`config.mk`:
```
export PLATFORM = sky130hd
export DESIGN_NAME = rbz_spi_loader
export DESIGN_NICKNAME = d
export VERILOG_FILES = /design/src/rtl/rbz_spi_loader_pkg.sv /design/src/rtl/rbz_spi_loader_shifter.sv /design/src/rtl/rbz_spi_loader.sv
export SDC_FILE = /design/constraint.sdc
export NUM_CORES = 1
export LEC_CHECK = 0
export CAP_MARGIN = 5
export CORE_ASPECT_RATIO = 0.8
export CORE_MARGIN = 2
export CORE_UTILIZATION = 30
export DETAILED_ROUTE_END_ITERATION = 16
export PLACE_DENSITY_LB_ADDON = 0.12
export SLEW_MARGIN = 0
export SYNTH_ARGS = -nofsm -noshare
export SYNTH_HDL_FRONTEND = slang
export SYNTH_SLANG_ARGS = --single-unit
```
`constraint.sdc`:
```
create_clock -name clk -period 3.2 [get_ports clk]
set_input_delay 0.64 -clock clk [delete_from_list [all_inputs] [get_ports clk]]
set_output_delay 0.64 -clock clk [all_outputs]
set_load 0.005 [all_outputs]
```
`src/rtl/rbz_spi_loader_pkg.sv`:
```
// Shared definitions for the rbzero SPI loader: 3-bit state encodings,
// channel identifiers and the divider / bit-counter widths.
package rbz_spi_loader_pkg;

  localparam int unsigned DIV_W = 8;   // divider counter (HALF/GAP up to 255)
  localparam int unsigned BIT_W = 7;   // bit counter (frames up to 127 bits)

  localparam logic [2:0] ST_IDLE  = 3'd0;
  localparam logic [2:0] ST_SETUP = 3'd1;
  localparam logic [2:0] ST_HIGH  = 3'd2;
  localparam logic [2:0] ST_LOW   = 3'd3;
  localparam logic [2:0] ST_END   = 3'd4;
  localparam logic [2:0] ST_GAP   = 3'd5;

  localparam logic CH_VEC = 1'b0;
  localparam logic CH_REG = 1'b1;

endpackage

```
`src/rtl/rbz_spi_loader_shifter.sv`:
```
// spi_frame_shifter: SPI mode-0, MSB-first serialiser for one frame of up to
// MAX_BITS bits. Frame length is a run-time input. All bus outputs registered.
module spi_frame_shifter
  import rbz_spi_loader_pkg::*;
#(
  parameter int unsigned MAX_BITS = 74,
  parameter int unsigned HALF     = 2,
  parameter int unsigned GAP      = 2
) (
  input  logic                clk,
  input  logic                reset,
  input  logic                start,
  input  logic [MAX_BITS-1:0] frame,
  input  logic [BIT_W-1:0]    frame_len,
  output logic                idle,
  output logic                ack,
  output logic                done,
  output logic                busy,
  output logic                csb,
  output logic                sclk,
  output logic                mosi
);

  localparam logic [DIV_W-1:0] HALF_L  = DIV_W'(HALF);
  localparam logic [DIV_W-1:0] HALF_M1 = DIV_W'(HALF - 1);
  localparam logic [DIV_W-1:0] GAP_M1  = DIV_W'(GAP - 1);
  localparam logic [BIT_W-1:0] MAX_L   = BIT_W'(MAX_BITS);

  logic [2:0]          state;
  logic [DIV_W-1:0]    div;
  logic [BIT_W-1:0]    bit_cnt;
  logic [MAX_BITS-1:0] shreg;

  assign idle = (state == ST_IDLE);

  // Phase sequencer: each phase's outputs are registered on entry and held
  // while the divider counts down. SETUP is loaded with HALF (not HALF-1) so
  // the grant cycle keeps csb high before the HALF csb-low setup cycles.
  always_ff @(posedge clk) begin
    if (reset) begin
      state   <= ST_IDLE;
      div     <= '0;
      bit_cnt <= '0;
      shreg   <= '0;
      csb     <= 1'b1;
      sclk    <= 1'b0;
      mosi    <= 1'b0;
      ack     <= 1'b0;
      done    <= 1'b0;
      busy    <= 1'b0;
    end else begin
      ack  <= 1'b0;
      done <= 1'b0;
      case (state)
        ST_IDLE: begin
          if (start) begin
            state   <= ST_SETUP;
            div     <= HALF_L;
            shreg   <= frame << (MAX_L - frame_len);
            bit_cnt <= frame_len - 1'b1;
            ack     <= 1'b1;
            busy    <= 1'b1;
          end
        end
        ST_SETUP: begin
          if (div != '0) begin
            div  <= div - 1'b1;
            csb  <= 1'b0;
            mosi <= shreg[MAX_BITS-1];
          end else begin
            state <= ST_HIGH;
            sclk  <= 1'b1;
            div   <= HALF_M1;
          end
        end
        ST_HIGH: begin
          if (div != '0) begin
            div <= div - 1'b1;
          end else begin
            sclk <= 1'b0;
            div  <= HALF_M1;
            if (bit_cnt == '0) begin
              state <= ST_END;
            end else begin
              state   <= ST_LOW;
              shreg   <= {shreg[MAX_BITS-2:0], 1'b0};
              mosi    <= shreg[MAX_BITS-2];
              bit_cnt <= bit_cnt - 1'b1;
            end
          end
        end
        ST_LOW: begin
          if (div != '0) begin
            div <= div - 1'b1;
          end else begin
            state <= ST_HIGH;
            sclk  <= 1'b1;
            div   <= HALF_M1;
          end
        end
        ST_END: begin
          if (div != '0) begin
            div <= div - 1'b1;
          end else begin
            state <= ST_GAP;
            csb   <= 1'b1;
            mosi  <= 1'b0;
            div   <= GAP_M1;
            done  <= (GAP == 1);
          end
        end
        ST_GAP: begin
          if (div != '0) begin
            div  <= div - 1'b1;
            done <= (div == DIV_W'(1));
          end else begin
            state <= ST_IDLE;
            busy  <= 1'b0;
          end
        end
        default: state <= ST_IDLE;
      endcase
    end
  end

endmodule

```
`src/rtl/rbz_spi_loader.sv`:
```
// rbz_spi_loader: round-robin SPI loader feeding rbzero's vec and reg SPI
// peripherals through one shared frame shifter.
// Optional build macro RBZ_SPI_LOADER_VBLANK_SYNC_EN: vec requests are only
// granted while i_vblank is high.
module rbz_spi_loader
  import rbz_spi_loader_pkg::*;
#(
  parameter int unsigned VEC_BITS = 74,
  parameter int unsigned REG_BITS = 16,
  parameter int unsigned HALF     = 2,
  parameter int unsigned GAP      = 2
) (
  input  logic                clk,
  input  logic                reset,
  input  logic                i_vec_req,
  input  logic [VEC_BITS-1:0] i_vec_data,
  output logic                o_vec_ack,
  output logic                o_vec_done,
  input  logic                i_reg_req,
  input  logic [REG_BITS-1:0] i_reg_data,
  output logic                o_reg_ack,
  output logic                o_reg_done,
  input  logic                i_vblank,
  output logic                o_busy,
  output logic                o_vec_csb,
  output logic                o_vec_sclk,
  output logic                o_vec_mosi,
  output logic                o_reg_csb,
  output logic                o_reg_sclk,
  output logic                o_reg_mosi
);

  localparam int unsigned MAX_BITS = (VEC_BITS > REG_BITS) ? VEC_BITS : REG_BITS;

  logic                vec_elig;
  logic                reg_elig;
  logic                grant;
  logic                grant_ch;
  logic                last_ch;
  logic                cur_ch;
  logic [MAX_BITS-1:0] sh_frame;
  logic [BIT_W-1:0]    sh_len;
  logic                sh_idle;
  logic                sh_ack;
  logic                sh_done;
  logic                sh_csb;
  logic                sh_sclk;
  logic                sh_mosi;

`ifdef RBZ_SPI_LOADER_VBLANK_SYNC_EN
  assign vec_elig = i_vec_req & i_vblank;
`else
  logic unused_vblank;
  assign unused_vblank = i_vblank;
  assign vec_elig = i_vec_req;
`endif
  assign reg_elig = i_reg_req;
  assign grant    = sh_idle & (vec_elig | reg_elig);

  // Round-robin choice and frame/length mux for the shifter load.
  always_comb begin
    grant_ch = CH_VEC;
    if (vec_elig && reg_elig) grant_ch = ~last_ch;
    else if (reg_elig)        grant_ch = CH_REG;
    sh_frame = '0;
    if (grant_ch == CH_VEC) begin
      sh_frame[VEC_BITS-1:0] = i_vec_data;
      sh_len = BIT_W'(VEC_BITS);
    end else begin
      sh_frame[REG_BITS-1:0] = i_reg_data;
      sh_len = BIT_W'(REG_BITS);
    end
  end

  // Latch the granted channel and flip the round-robin pointer per grant.
  always_ff @(posedge clk) begin
    if (reset) begin
      last_ch <= CH_REG;
      cur_ch  <= CH_VEC;
    end else if (grant) begin
      last_ch <= grant_ch;
      cur_ch  <= grant_ch;
    end
  end

  spi_frame_shifter #(
    .MAX_BITS(MAX_BITS),
    .HALF    (HALF),
    .GAP     (GAP)
  ) u_shifter (
    .clk      (clk),
    .reset    (reset),
    .start    (grant),
    .frame    (sh_frame),
    .frame_len(sh_len),
    .idle     (sh_idle),
    .ack      (sh_ack),
    .done     (sh_done),
    .busy     (o_busy),
    .csb      (sh_csb),
    .sclk     (sh_sclk),
    .mosi     (sh_mosi)
  );

  // cur_ch only changes on a grant edge, when the shifter bus is idle, so the
  // demux of registered shifter outputs cannot glitch the unselected bus.
  assign o_vec_csb  = (cur_ch == CH_VEC) ? sh_csb  : 1'b1;
  assign o_vec_sclk = (cur_ch == CH_VEC) & sh_sclk;
  assign o_vec_mosi = (cur_ch == CH_VEC) & sh_mosi;
  assign o_reg_csb  = (cur_ch == CH_REG) ? sh_csb  : 1'b1;
  assign o_reg_sclk = (cur_ch == CH_REG) & sh_sclk;
  assign o_reg_mosi = (cur_ch == CH_REG) & sh_mosi;

  assign o_vec_ack  = sh_ack  & (cur_ch == CH_VEC);
  assign o_reg_ack  = sh_ack  & (cur_ch == CH_REG);
  assign o_vec_done = sh_done & (cur_ch == CH_VEC);
  assign o_reg_done = sh_done & (cur_ch == CH_REG);

endmodule

```
**Word level (Yosys, flattened, before mapping)**

Cells that the tools add are included.
W data, S select, Z words.

- Register bits after elaboration: 100
- Bits of input ports: 95
- Output and inout bits: 11
- Word-level logic and storage cells: 105

- Add/sub/neg operators: 4
- Eq/ne operators: 14
- Shifts and indexed selects: 1
- Muxes and demuxes: 38
- Bitwise logic cells: 15
- Reduce and logical (&&, ||, !) cells: 21

Operator list:

| operator | number |
|---|---|
| $mux W74 | 3 |
| $pmux W74 S2 | 1 |
| $shl A74 B7 Y74 | 1 |
| $mux W58 | 1 |
| $mux W7 | 4 |
| $mux W8 | 3 |
| $pmux W8 S3 | 1 |
| $mux W3 | 6 |
| $mux W16 | 1 |
| $pmux W3 S5 | 1 |
| $pmux W7 S2 | 1 |
| $sub A7 B1 Y7 const B | 2 |
| $mux W1 | 12 |
| $ne A2 B2 Y1 const B | 6 |
| $reduce_and A3 Y1 | 4 |
| $reduce_and A5 Y1 | 2 |
| $and A1 B1 Y1 | 9 |
| $eq A8 B1 Y1 const B | 1 |
| $reduce_bool A2 Y1 | 4 |
| $reduce_bool A8 Y1 | 1 |
| $sub A8 B1 Y8 const B | 1 |
| $logic_not A7 Y1 | 1 |
| $sub A7 B7 Y7 const A | 1 |
| $eq A3 B2 Y1 const B | 2 |
| 14 further kinds | 24 |

**Longest topological paths before layout**

Gate-level depths: netlist (run 1).

- Depth in word-level cells: 7
- Mapped depth: 12
- Gate-level depth less buffers: 9

**Modules after synthesis**

From an unflattened synthesis (run 1), not the netlist that was laid out.

- Cells, all modules: 1270
- Area, all modules: 10426.2 sq um

By module, submodules not included:

| module | instances | cells an instance | area an instance (sq um) | sequential area each (sq um) |
|---|---|---|---|---|
| spi_frame_shifter | 1 | 1164 | 9562.9 | 1961.9 |
| rbz_spi_loader | 1 | 106 | 863.3 | 40.0 |

**Worst setup path after synthesis (run 1)**

No wires, ideal clock.

- Kind: input-to-reg
- From: input i_reg_req
- To: register u_shifter.bit_cnt[4]
- Setup time: 0.087 ns
- Data arrival time: 2.288 ns
- Data required time: 3.113 ns
- Path slack: 0.825 ns
- Stages on the path: 10
- Path buffers: 1
- Path through: a21boi_0 > clkbuf_1 > nand2_1 > o21ai_0 > ha_1 > nand2b_1 > nor2_1 > xor2_1 > a22oi_1 > a211oi_1

- Longest elaborated chain between the ends: 6
- Elaborated cells on any way between the ends: 11
- Classes of those cells: 1 x add/sub; 1 x eq/ne; 5 x mux; 2 x bitwise; 2 x reduce/logical

RTL lines:

| item | line | source |
|---|---|---|
| start: declaration | rbz_spi_loader.sv:19 | `input logic i_reg_req,` |
| $mux W1 or $logic_and A1 B1 Y1 (tied branches) | rbz_spi_loader.sv:64, rbz_spi_loader.sv:63 |  |
| $mux W1 | rbz_spi_loader.sv:63 | `if (vec_elig && reg_elig) grant_ch = ~last_ch;` |
| $mux W7 | rbz_spi_loader.sv:66 | `if (grant_ch == CH_VEC) begin` |
| $sub A7 B1 Y7 | rbz_spi_loader_shifter.sv:60 | `bit_cnt <= frame_len - 1'b1;` |
| $mux W7 | rbz_spi_loader_shifter.sv:56 | `if (start) begin` |
| $pmux W7 S2 | rbz_spi_loader_shifter.sv:54 | `case (state)` |
| end signal: assignment | rbz_spi_loader_shifter.sv:60 |  |
| end signal: assignment | rbz_spi_loader_shifter.sv:88 | `bit_cnt <= bit_cnt - 1'b1;` |
| end: declaration | rbz_spi_loader_shifter.sv:31 | `logic [BIT_W-1:0] bit_cnt;` |

Several ways; a longest one is shown, not always the timed one. The select of a mux whose other input is x is not followed.
A chain may end at the register's enable or synchronous reset.

**Final worst setup path (run 1)**

- From: register u_shifter.state[0]
- To: register u_shifter.bit_cnt[4]

- Longest elaborated chain between the ends: 4
- Elaborated cells on any way between the ends: 9
- Classes of those cells: 4 x eq/ne; 1 x mux; 1 x bitwise; 3 x reduce/logical

RTL lines:

| item | line | source |
|---|---|---|
| start: declaration | rbz_spi_loader_shifter.sv:29 | `logic [2:0] state;` |
| start signal: assignment | rbz_spi_loader_shifter.sv:41 | `state <= ST_IDLE;` |
| start signal: assignment | rbz_spi_loader_shifter.sv:57 | `state <= ST_SETUP;` |
| start signal: assignment | rbz_spi_loader_shifter.sv:71 | `state <= ST_HIGH;` |
| $logic_not A3 Y1 | rbz_spi_loader_shifter.sv:34, rbz_spi_loader_shifter.sv:54 |  |
| $and A1 B1 Y1 | rbz_spi_loader.sv:58 | `assign grant = sh_idle & (vec_elig \| reg_elig);` |
| $ne A2 B2 Y1 (no line) | - |  |
| $reduce_and A4 Y1 (no line) | - |  |

Several ways; a longest one is shown, not always the timed one.

==> results.ini, run 1 <==
[synth]
synth_area_sq_um=5300
synth.net_count=683
synth_compound_area_frac=0.383
synth_mux_area_frac=0.0302
ys_ff_latch=100
synthSimpleGateAreaFrac=0.120
synth_top_family_by_area=compound AO/OA/AOI/OAI gates
synth_area_per_cell_sq_um=9.05
synth-main-ff-cell=dfxtp_1
synthArstFlopShare=0
synth_edf_count=0
ys_warn_count=0
synth_xor_area_frac=0.0116
synth_cells=585
ys_seq_area_frac=0.378
synthDistinctLibCells=56
synthAdderAreaFrac=0.00709

[die]
placementRows=43
die_x_um=153
coreArea_sq_um=17300
io_pins=106
die_h_um=123
initial_core_util=0.306
die-area_sq_um=18700

[cts]
htreeDepth=3
cts_tree=done
cts_sinks=100
post-cts-setup-buffer-count=0
clk_pin_slew_ns=0.07
hold_buffers=0
max-clock-path-buffers=2
clk_latency_ns=0.34
root_buffer=clkbuf_16
cts_resized=0
numCtsBuffers=9

[power]
p_clk_frac=0.183
power_frac_seq=0.330
pwr_density_cell_nw_per_um2=895
p_switching_mw=2.54
combPwrFrac=0.487
p_int_mw=3.55
vdd_drop_max_mv=0.299
swShare=0.417
power.leakage_nw=2.42
power_mw=6.09

[final_layout]
syn_to_final_growth_pct=28.5
final_cell_mix=clkdlybuf4s50_1 (103), dfxtp_1 (100), a21oi_1 (86), a22oi_1 (60), a211oi_2 (40)
diodes=0
layout_commonest_cell=clkdlybuf4s50_1
seq_area_sq_um=2000
drive_above_1_share=0.140
fin_nets=750
nFillCells=1738
multi_input_area_sq_um=2950

[worst_setup_path]
criticalPathCategory=reg2reg
required_ns=3.45
critPathMaxFanout=20
cp-end-kind=flip-flop
critical_path.startpoint_type=flip-flop
worstPathArrival_ns=2.64

[drt]
viasPerCell=5.36
drtAntennaViolNets=0
drt_pass1_iterations=5
via_count=4728
wl_per_cell_um=15.8
drc=0
drt_iter0_drc=291
drt-total-wl_um=13900

[sta]
setup_tns_ns=0
grt_setup_unrepaired=false
maxSlewHeadroom=0.489
min_period_ns=2.39
max_freq_mhz=419
period_share=0.746
setup_viol=0
hold_viol=0
tightest_slew_ns=0.766
slew_viol_final=0
worst_clock_skew_ns=0.00560

[place]
dp_hpwl_um=8810
place_congestion=0.773
port_buffers=104

[status]
outcome=completed

[global_route]
grt_overflow=0
antenna_found_initial=0
grt_pass1_wl_um=23400
first_global_vias=4569
grt_max_degree=81
track_usage=0.150

[worst_hold_path]
hold_path_class=reg2reg

[run]
max_cap_viol_count=0

metrics by stage:
| step | utilization | setup slack, ns | instances | area [sq um] | hold WS, ns |
|---|---|---|---|---|---|
| after CTS | 0.393 | 0.805 | 882 | 6800 | 0.472 |
| final | 0.393 | 0.813 | 882 | 6800 | 0.461 |
| after detailed placement | 0.375 | 0.511 | 866 | 6500 | 0.461 |
| after floorplan | - | 0.825 | 585 | 5300 | 0.443 |
| after global routing | 0.393 | 0.572 | 882 | 6800 | 0.483 |
| after global placement | 0.375 | 0.518 | 866 | 6500 | 0.446 |
synth_stat cells, types with 4 or more instances:
cell type,count,share of area
dfxtp_1,100,0.38
a21oi_1,86,0.081
a22oi_1,60,0.085
a211oi_2,40,0.094
clkbuf_1,38,0.027
nand2_1,28,0.020
nor2_1,28,0.020
a211oi_1,23,0.033
buf_2,16,0.015
mux2i_1,16,0.030
nand4_1,16,0.019
inv_1,15,0.011
nand3_1,9,0.0085
o21ai_0,9,0.0085
o31ai_4,8,0.032
o31ai_1,7,0.0099
buf_6,6,0.013
and2_1,5,0.0059
nor2b_1,5,0.0059
nor3_1,5,0.0047
and3_1,4,0.0047
nand2b_1,4,0.0047
xnor2_1,4,0.0066
path summary, 6_finish.rpt:
path,start,end,slack [ns],cells after the start
worst max-delay path,u_shifter.state[0]$_SDFFE_PP0P_,u_shifter.bit_cnt[4]$_SDFFE_PP0P_,0.81,10
worst min-delay path,u_shifter.busy$_SDFFE_PP0P_,u_shifter.busy$_SDFFE_PP0P_,0.46,2
worst max register to register,u_shifter.state[0]$_SDFFE_PP0P_,u_shifter.bit_cnt[4]$_SDFFE_PP0P_,0.81,10
worst min register to register,u_shifter.busy$_SDFFE_PP0P_,u_shifter.busy$_SDFFE_PP0P_,0.46,2
critical path, cell delays in order, from the launching register on:
cell	delay, ns
dfxtp_1	0.61
or3b_1	0.32
buf_4	0.29
nand2_1	0.07
o21ai_0	0.08
ha_1	0.23
nand2b_1	0.11
nor2_1	0.12
xor2_1	0.16
a22oi_1	0.08
a211oi_1	0.23
state kept, by name, indices dropped and copies added (netlist names):
name	flops
u_shifter.shreg	74
u_shifter.div	8
u_shifter.bit_cnt	7
u_shifter.state	3
cur_ch	1
last_ch	1
u_shifter.ack	1
u_shifter.busy	1
u_shifter.csb	1
u_shifter.done	1
u_shifter.mosi	1
u_shifter.sclk	1
final cells by class:
cell class	count	share of cell area
clock inverters	5	0.00883
repair buffers	120	0.178
flip-flops and latches	100	0.294
inverters	15	0.00828
well taps	225	0.0414
multi-input cells	406	0.434
clock buffers	11	0.0357
metal layers:
layer,vias to the layer above,GRT usage,share of wire
li1,2355,-,-
met1,2270,0.214,0.49
met2,98,0.235,0.45
met3,5,0.0318,0.046
met4,0,0.0301,0.0050
met5,-,0,0
power groups by stage:
stage	logic [mW]	registers, mW	clock network, mW
after floorplan	2.38	1.95	0
after detailed placement	2.99	2.03	0
final	2.97	2.01	1.11
after global placement	2.94	2.02	0
after global routing	3.31	2.07	1.22
after CTS	3.00	2.01	1.16
logic make-up (layout without fill, tap and decap cells):
family,Yosys count,in the layout
compound gates,259,259
xor+xnor,7,7
fa+ha+maj,3,3
buf+inv,79,151
flops,100,100
mux,16,16
simple gates,121,121
(Power assumes the default switching activity.)
==> run 2, diff against run 1 <==
clock period = 2.23 ns   (was 3.2 ns; I/O delays follow)
==> run 2 against run 1 <==
Power grew 51%. Maximum frequency grew 17%. Global-route usage grew 0.65 points. Die area is the same. Clock skew grew 0.0012 ns. Utilization grew 1.2 points. Critical endpoint is now u_shifter.shreg[43]$_SDFFE_PP0P_.
==> results.ini, run 2 (synthesized netlist as in run 1, its figures left out) <==
[cts]
clk_latency_ns=0.36  ; +0.02 ns
root_buffer=clkbuf_16
max-clock-path-buffers=2  ; unchanged
clk_pin_slew_ns=0.07  ; about the same
cts_tree=done
htreeDepth=3  ; unchanged
hold_buffers=0  ; unchanged
numCtsBuffers=9  ; unchanged
cts_sinks=100  ; unchanged

[final_layout]
reg_top3=u_shifter.shreg (74), u_shifter.div (8), u_shifter.bit_cnt (7)
drive_above_1_share=0.165  ; +0.0247
nFillCells=1723  ; -0.86%
largest_reg_flops=74  ; unchanged
final_cell_mix=clkdlybuf4s50_1 (103), dfxtp_1 (100), a21oi_1 (86), a22oi_1 (60), a211oi_2 (40)
fin_cells=899  ; +1.9%
layout_commonest_cell=clkdlybuf4s50_1
fin_util=0.405  ; +0.0120
diodes=0  ; unchanged
syn_to_final_growth_pct=32.4
fin_nets=767  ; +2.3%
top_register=u_shifter.shreg

[place]
place_congestion=0.762  ; -1.4%
port_buffers=104  ; unchanged
dp_hpwl_um=9410  ; +6.8%
pre_cts_ws_ns=-0.0537  ; -0.565 ns
place_inst=883  ; +2.0%

[global_route]
track_usage=0.156  ; +0.00651
met1_usage=0.214  ; +0.000637
grt_max_degree=81  ; unchanged
antenna_found_initial=0  ; unchanged
grt_overflow=0  ; unchanged
grt-busiest-layer=met2
first_global_vias=4656  ; +1.9%
grt_pass1_wl_um=24000  ; +2.7%
grtUsageMet3=0.0413  ; +0.00953
use_met2=0.245  ; +0.0101

[worst_setup_path]
crit_slowest_cell=buf_12
critical_path.startpoint_type=flip-flop
required_ns=2.46  ; -0.99 ns
cp_top_family=buffers and inverters
worstPathArrival_ns=2.27  ; -0.37 ns
criticalPathCategory=reg2reg
cp_cell_sequence=buf_4 -> nor3b_2 -> buf_12 -> o21ai_4 -> buf_12 -> a21oi_1 -> a211oi_2
crit_top_cell=buf_12
reg2reg_slack_ns=0.19  ; -0.62 ns
critPathBufInv=3  ; +2
critPathMaxFanout=80  ; +300%
slowest_delay_ns=0.38  ; -0.23 ns
cp-end-kind=flip-flop

[die]
initial_core_util=0.306  ; unchanged
die-area_sq_um=18700  ; unchanged
die_h_um=123  ; unchanged
io_pins=106  ; unchanged
coreArea_sq_um=17300  ; unchanged
placementRows=43  ; unchanged
die_x_um=153  ; unchanged

[drt]
drtAntennaViolNets=0  ; unchanged
drt_iter0_drc=303  ; +4.1%
drc=0  ; unchanged
drt-total-wl_um=14500  ; +4.0%
via_count=4801  ; +1.5%
wl_per_cell_um=16.1  ; +2.0%
viasPerCell=5.34  ; -0.38%
drt_pass1_iterations=5  ; unchanged

[sta]
tightest_slew_ns=0.521  ; -0.245 ns
setup_viol=0  ; unchanged
slew_viol_final=0  ; unchanged
setup_tns_ns=0  ; unchanged
timing.final.ws_setup_ns=0.189  ; -0.624 ns
worst_clock_skew_ns=0.00684  ; +0.00124 ns
min_period_ns=2.04  ; -0.346 ns
hold_viol=0  ; unchanged
period_share=0.915  ; +0.169
maxSlewHeadroom=0.652  ; +0.162
grt_setup_unrepaired=false
max_freq_mhz=490  ; +17%

[power]
power_mw=9.20  ; +51%
pwr_density_cell_nw_per_um2=1310  ; +47%
power.leakage_nw=2.53  ; +4.5%
vdd_drop_max_mv=0.516  ; +73%

[status]
outcome=completed

[worst_hold_path]
hold_path_class=in2reg

[run]
max_cap_viol_count=0  ; unchanged

## run 2: cell count changes in the layout (fill, tap and decap cells not counted), sizes merged
cell	change
clkbuf	-2
clkinv	+1
buf	+17
clkinvlp	+1
## run 2: path summary, 6_finish.rpt
| check | from | endpoint | depth (start not counted) |
|---|---|---|---|
| max | u_shifter.state[1]$_SDFFE_PP0P_ | u_shifter.shreg[43]$_SDFFE_PP0P_ | 7 |
| min | reset | u_shifter.busy$_SDFFE_PP0P_ | 2 |
| min reg2reg | u_shifter.busy$_SDFFE_PP0P_ | u_shifter.busy$_SDFFE_PP0P_ | 2 |
| max reg2reg | u_shifter.state[1]$_SDFFE_PP0P_ | u_shifter.shreg[43]$_SDFFE_PP0P_ | 7 |
## run 2: cell type report
type                       count  area [sq um]  area share
tap                          225           282      0.0401
inverter                      15          56.3     0.00803
clock inverter                 7          76.3      0.0109
timing repair buffer         137          1410       0.201
sequential                   100          2000       0.286
multi-input combinational    406          2960       0.422
clock buffer                   9           225      0.0321
## run 2: routing by layer
layer  wire length, um  vias up
met4               152        0
li1                  -     2382
met2              6540      102
met5                 0        -
met3               693       10
met1              7070     2307
## run 2: timing repair
| action | CTS | global route |
|---|---|---|
| buffers inserted | 0 | 0 |
| setup endpoints to repair | 0 | 6 |
| gates resized for setup | 0 | 1 |
| endpoints found under the hold margin | 0 | 0 |
## run 2: worst reg2reg max path: stages (launching register included)
cell	delay [ns]
dfxtp_1	0.32
buf_4	0.20
nor3b_2	0.34
buf_12	0.39
o21ai_4	0.15
buf_12	0.21
a21oi_1	0.25
a211oi_2	0.06
## run 2: where the power goes
group | internal (mW) | total (mW) | switching [mW]
Sequential | 2.46 | 2.87 | 0.410
Clock | 0.876 | 1.61 | 0.732
Combinational | 2.05 | 4.72 | 2.68
Total | 5.38 | 9.20 | 3.82
## run 2: metrics by stage
| stage | instance area (sq um) | hold slack, ns |
|---|---|---|
| final | 7010 | 0.392 |
| after global routing | 7010 | 0.380 |
| after CTS | 7010 | 0.378 |
| after detailed placement | 6700 | 0.462 |
| after global placement | 6700 | 0.456 |
| after floorplan | 5300 | 0.443 |
